## config.mk

```make
export PLATFORM = sky130hd
export DESIGN_NAME = fp8_e4m3_mac_core
export DESIGN_NICKNAME = d
export VERILOG_FILES = /design/src/rtl/fp8_e4m3_mac_core.sv
export SDC_FILE = /design/constraint.sdc
export NUM_CORES = 1
export LEC_CHECK = 0
export ABC_CLOCK_PERIOD_IN_PS = 6600
export BUFFER_PORTS_ARGS = -buffer_cell sky130_fd_sc_hd__buf_2
export CORE_MARGIN = 10
export CORE_UTILIZATION = 55
export DETAILED_ROUTE_END_ITERATION = 16
export GPL_TIMING_DRIVEN = 0
export PLACE_DENSITY_LB_ADDON = 0.3
export SYNTH_ARGS = -nofsm -noshare
export SYNTH_HDL_FRONTEND = slang
export SYNTH_SLANG_ARGS = --single-unit
```

## constraint.sdc

```tcl
create_clock -name clk -period 6.6 [get_ports clk]
set_input_delay 0.33 -clock clk [delete_from_list [all_inputs] [get_ports clk]]
set_output_delay 0.33 -clock clk [all_outputs]
set_load 0.05 [all_outputs]
```

## src/rtl/fp8_e4m3_mac_core.sv

```systemverilog
// fp8_e4m3_mac_core: FP8 E4M3 multiply-accumulate into a wide fixed-point accumulator,
// rounded back to E4M3 (round-to-nearest-even, saturating) only when read.
module fp8_e4m3_mac_core #(
    parameter int ACC_W = 48
) (
    input  logic       clk,
    input  logic       rst,
    input  logic [7:0] input_a,
    input  logic [7:0] input_b,
    input  logic       mac_start,
    input  logic       clear_acc,
    input  logic       read_enable,
    output logic [7:0] output_result,
    output logic       mac_done,
    output logic       ready_for_new
);
    typedef enum logic [1:0] {IDLE, MULT, ACC, DONE} state_t;
    localparam logic signed [ACC_W:0] LIM = {2'b00, {(ACC_W-1){1'b1}}};

    state_t                   state_q, state_d;
    logic [7:0]               a_q, a_d, b_q, b_d, out_q, out_d;
    logic signed [ACC_W-1:0]  prod_q, prod_d, acc_q, acc_d;
    logic                     nan_q, nan_d, done_q, done_d, ready_q, ready_d;
    logic                     start_ok, nan_op;
    logic [3:0]               sig_a, sig_b;
    logic [4:0]               exp_sum;
    logic [ACC_W-1:0]         prod_mag;
    logic signed [ACC_W:0]    sum, sat;

    always_comb begin
        start_ok = state_q == IDLE && mac_start;
        state_d  = state_q == IDLE ? (mac_start ? MULT : IDLE) :
                   state_q == MULT ? ACC : state_q == ACC ? DONE : IDLE;
        a_d      = start_ok ? input_a : a_q;
        b_d      = start_ok ? input_b : b_q;
        sig_a    = {|a_q[6:3], a_q[2:0]};
        sig_b    = {|b_q[6:3], b_q[2:0]};
        // Subnormals use effective exponent 1; product LSB lands on 2^-18 after shift of (ea+eb-2)
        exp_sum  = 5'(a_q[6:3]) + 5'(b_q[6:3]) + 5'(a_q[6:3] == 4'd0) + 5'(b_q[6:3] == 4'd0);
        prod_mag = ACC_W'(8'(sig_a) * 8'(sig_b)) << (exp_sum - 5'd2);
        prod_d   = state_q == MULT ? ((a_q[7] ^ b_q[7]) ? -$signed(prod_mag) : $signed(prod_mag)) : prod_q;
        nan_op   = a_q[6:0] == 7'h7F || b_q[6:0] == 7'h7F;
        sum      = (ACC_W+1)'(acc_q) + (ACC_W+1)'(prod_q);
        sat      = sum > LIM ? LIM : sum < -LIM ? -LIM : sum;
        acc_d    = clear_acc ? '0 : (state_q == ACC && !nan_op) ? ACC_W'(sat) : acc_q;
        nan_d    = clear_acc ? 1'b0 : (state_q == ACC && nan_op) ? 1'b1 : nan_q;
        done_d   = state_q == DONE;
        ready_d  = state_d == IDLE;
    end

    logic [ACC_W-1:0] mag, sh;
    logic [5:0]       p, e;
    logic [2:0]       m, m_new, q;
    logic [3:0]       mant, r;
    logic             s, g, st;
    logic [7:0]       norm_byte, sub_byte, conv;

    always_comb begin
        s    = acc_q[ACC_W-1];
        mag  = s ? ACC_W'(-acc_q) : ACC_W'(acc_q);
        p    = '0;
        for (int i = 0; i < ACC_W; i++)
            if (mag[i]) p = 6'(i);
        sh        = mag << (6'(ACC_W-1) - p);
        m         = sh[ACC_W-2 -: 3];
        g         = sh[ACC_W-5];
        st        = |sh[ACC_W-6:0];
        mant      = {1'b0, m} + 4'(g & (st | m[0]));
        m_new     = mant[3] ? 3'd0 : mant[2:0];
        e         = p - 6'd11 + 6'(mant[3]);
        norm_byte = (e > 6'd15 || (e == 6'd15 && m_new == 3'd7)) ? {s, 7'h7E} : {s, e[3:0], m_new};
        // Subnormal grid is 2^-9 = bit 9 of the fixed-point accumulator
        q         = mag[11:9];
        r         = {1'b0, q} + 4'(mag[8] & ((|mag[7:0]) | q[0]));
        sub_byte  = r == 4'd0 ? 8'h00 : {s, 3'b000, r};
        conv      = nan_q ? 8'h7F : mag == '0 ? 8'h00 : |mag[ACC_W-1:12] ? norm_byte : sub_byte;
        out_d     = read_enable ? conv : out_q;
    end

    always_ff @(posedge clk) begin
        if (rst) begin
            state_q <= IDLE;
            a_q     <= '0;
            b_q     <= '0;
            prod_q  <= '0;
            acc_q   <= '0;
            nan_q   <= 1'b0;
            out_q   <= '0;
            done_q  <= 1'b0;
            ready_q <= 1'b1;
        end else begin
            state_q <= state_d;
            a_q     <= a_d;
            b_q     <= b_d;
            prod_q  <= prod_d;
            acc_q   <= acc_d;
            nan_q   <= nan_d;
            out_q   <= out_d;
            done_q  <= done_d;
            ready_q <= ready_d;
        end
    end

    assign output_result = out_q;
    assign mac_done      = done_q;
    assign ready_for_new = ready_q;
endmodule

```

==> flow_metrics.py <==
metrics = {
    "place": {
        "placed_cells": 2645,
        "dp_slack_ns": -1.74,
        "dp_hpwl_um": 49600,
        "gp_congestion": 0.992,
        "io_buffers": 29,
        "dpl-instance-area_sq_um": 16400,
    },
    "logic_synthesis": {
        "ys_types": 104,
        "ys_seq_area_frac": 0.159,
        "syn-cell-area_sq_um": 15800,
        "synthCells": 2238,
        "synth-seq-cells": 125,
        "synth_edf_count": 0,
        "ys_warn_count": 0,
        "synth_ff_type": "dfxtp_1",
        "async_reset_ff_frac": 0,
        "post_synth.cell_area_avg_sq_um": 7.04,
        "synth_fp_nets": 2343,
    },
    "sta": {
        "min_period_over_period": 1.07,
        "finalSetupTns_ns": -2.97,
        "finalSetupViolations": 7,
        "tightest_slew_ns": 1.20,
        "postLayoutSetupSlackWorst_ns": -0.491,
        "max_freq_mhz": 141,
        "max_slew_margin": 0.194,
        "final.min_clock_period_ns": 7.09,
        "worst_hold_slack_ns": 0.122,
        "rsz0062_at_grt": "true",
        "finalHoldViolCount": 0,
        "maxSlewViolCount": 0,
        "skew_ns": 0.0139,
    },
    "worst_hold_path": {
        "hold-path-endpoint": "a_q[4]$_SDFFE_PP0P_",
        "holdPathStages": 3,
        "min_from": "input_a[4]",
        "holdCritPathClass": "in -> reg",
    },
    "clocking": {
        "clockBufferDepth": 2,
        "path_clk_slew_ns": 0.07,
        "cts-root-buf": "clkbuf_16",
        "cts_sinks": 125,
        "worstSkewPairLatency_ns": 0.46,
        "cts_tree": "yes",
        "cts_buffers": 17,
        "htreeDepth": 4,
    },
    "cells_and_area": {
        "drive_above_1_share": 0.186,
        "utilization": 0.686,
        "fillers": 2316,
        "antenna_cells": 0,
        "fin_area_sq_um": 19200,
        "fin_cells": 2791,
        "syn_to_final_growth_pct": 21.9,
        "fin_nets": 2505,
    },
    "route": {
        "wl_met1_um": 25800,
        "drtPass1Iterations": 7,
        "viasPerCell": 7.04,
        "routed_wl_um": 67700,
        "met2_length_um": 29600,
        "met3_length_um": 8420,
        "drt_iter0_drc": 2716,
        "dr_total_vias": 19600,
        "ant_nets": 0,
        "wl_per_cell_um": 24.2,
        "dr.max_layer_used": "met4",
        "route.detailed.drc": 0,
    },
    "status": {
        "run_status": "finished, violations left",
        "violations": "negative setup slack",
    },
    "die": {
        "core_area_sq_um": 28000,
        "initial_utilization": 0.563,
        "io_pins": 31,
        "fp.dieW_um": 189,
        "die_area_sq_um": 35800,
        "fp.dieH_um": 189,
        "rows": 61,
    },
    "worst_setup_path": {
        "r2r-start": "acc_q[0]$_SDFFE_PP0P_",
        "path_max_fanout": 10,
        "critPathBufInv": 6,
        "worstSetupPathType": "reg -> reg",
        "crit_arrival_ns": 7.40,
        "crit_top_cell": "buf_4",
        "cp_top_family": "compound AO/OA/AOI/OAI gates",
        "cp-end-kind": "flip-flop",
        "rr_worst_depth": 29,
        "start_kind": "flip-flop",
        "critPathMaxStageDelay_ns": 0.94,
        "cp_slowest_cell": "xnor2_1",
        "r2r_end": "output_result[3]$_SDFFE_PP0P_",
        "rrSetupSlack_ns": -0.49,
        "required_ns": 6.91,
    },
    "power_and_ir_drop": {
        "irDropWorstVdd_v": 0.000315,
        "p_leak_nw": 8.01,
        "power_density_nw_per_um2": 426,
        "power_mw": 8.20,
    },
    "global_routing": {
        "gr-total-overflow": 0,
        "grt_max_degree": 17,
        "grt_pass1_vias": 18100,
        "antenna_found_initial": 0,
        "grt_use_total": 0.353,
        "grt_pass1_wl_um": 101000,
    },
    "run": {
        "drv_cap": 0,
    },
}
placed cells by master, fill, tap and decap left out, types with 21 or more instances in the layout:
cell | Yosys | layout
nand4_1 | 21 | 21
xnor2_1 | 96 | 86
o211ai_1 | 33 | 33
nand2b_1 | 22 | 21
and2_1 | 27 | 24
inv_1 | 66 | 63
mux2i_1 | 77 | 57
ha_1 | 77 | 74
nand3_1 | 107 | 102
clkbuf_1 | 118 | 95
nor2_1 | 224 | 214
a21o_1 | 38 | 37
nand2_1 | 226 | 220
a21oi_1 | 179 | 171
a31oi_1 | 30 | 27
or2_2 | 23 | 23
a211oi_1 | 55 | 44
xor2_1 | 46 | 39
buf_4 | 4 | 112
buf_2 | 15 | 38
nor3_1 | 58 | 56
dfxtp_1 | 125 | 122
o21ai_0 | 164 | 153
timing repair:
action / CTS / global route
hold buffers: 0 / 0
setup endpoints to repair: 9 / 41
pin swaps: 30 / 42
setup buffers: 85 / 33
resized for setup: 129 / 146
flip-flops by register name, indices dropped and copies added, names as in the netlist:
signal,flops
b_q,8
a_q,8
nan_q,1
ready_for_new,1
acc_q,48
prod_q,48
mac_done,1
state_q,2
output_result,8
worst min-delay path, cell delays in order:
cell     delay, ns
buf_2         0.09
nand2_1       0.04
a21oi_1       0.05
cells by family (layout without fill, tap and decap cells):
group / count (synthesis) / in the layout / share of synthesized area
mux: 101 / 101 / 0.0690
buf+inv: 218 / 393 / 0.0551
xor+xnor: 144 / 144 / 0.0809
fa+ha+maj: 87 / 87 / 0.0719
flops: 125 / 125 / 0.159
compound gates: 714 / 714 / 0.300
simple gates: 849 / 849 / 0.264
per-layer routing:
metal / vias up / GRT usage
met2: 1432 / 0.551
met5: - / 0
met1: 9208 / 0.434
met3: 370 / 0.0983
met4: 0 / 0.183
li1: 8627 / -
how the worst max path moves through the flow:
stage / cells past startpoint / start / to
floorplan: 26 / acc_q[0]$_SDFFE_PP0P_ / output_result[2]$_SDFFE_PP0P_
global placement: 27 / acc_q[0]$_SDFFE_PP0P_ / output_result[3]$_SDFFE_PP0P_
detailed placement: 27 / acc_q[0]$_SDFFE_PP0P_ / output_result[3]$_SDFFE_PP0P_
CTS: 30 / acc_q[0]$_SDFFE_PP0P_ / output_result[0]$_SDFFE_PP0P_
global route: 32 / acc_q[0]$_SDFFE_PP0P_ / output_result[3]$_SDFFE_PP0P_
finish: 29 / acc_q[0]$_SDFFE_PP0P_ / output_result[3]$_SDFFE_PP0P_
cell usage after synthesis (58+ instances only):
library cell / n / area [sq um]
inv_1: 66 / 248
xnor2_1: 96 / 841
ha_1: 77 / 963
nor3_1: 58 / 290
dfxtp_1: 125 / 2500
nor2_1: 224 / 841
nand3_1: 107 / 536
clkbuf_1: 118 / 443
o21ai_0: 164 / 821
nand2_1: 226 / 848
a21oi_1: 179 / 896
mux2i_1: 77 / 771
report_power, final:
part	internal [mW]	switching [mW]
clock	0.653	0.388
sequential	0.826	0.0839
combinational	2.35	3.90
area by class of cell:
type	instances	area [sq um]	share of cell area
multi-input cells	1895	13500	0.702
flip-flops and latches	125	2510	0.131
repair buffers	145	1050	0.0548
plain buffers	146	779	0.0406
well taps	378	473	0.0246
clock buffers	19	453	0.0236
inverters	70	273	0.0142
clock inverters	13	189	0.00983
No activity file was read; power rests on OpenSTA's default activity.
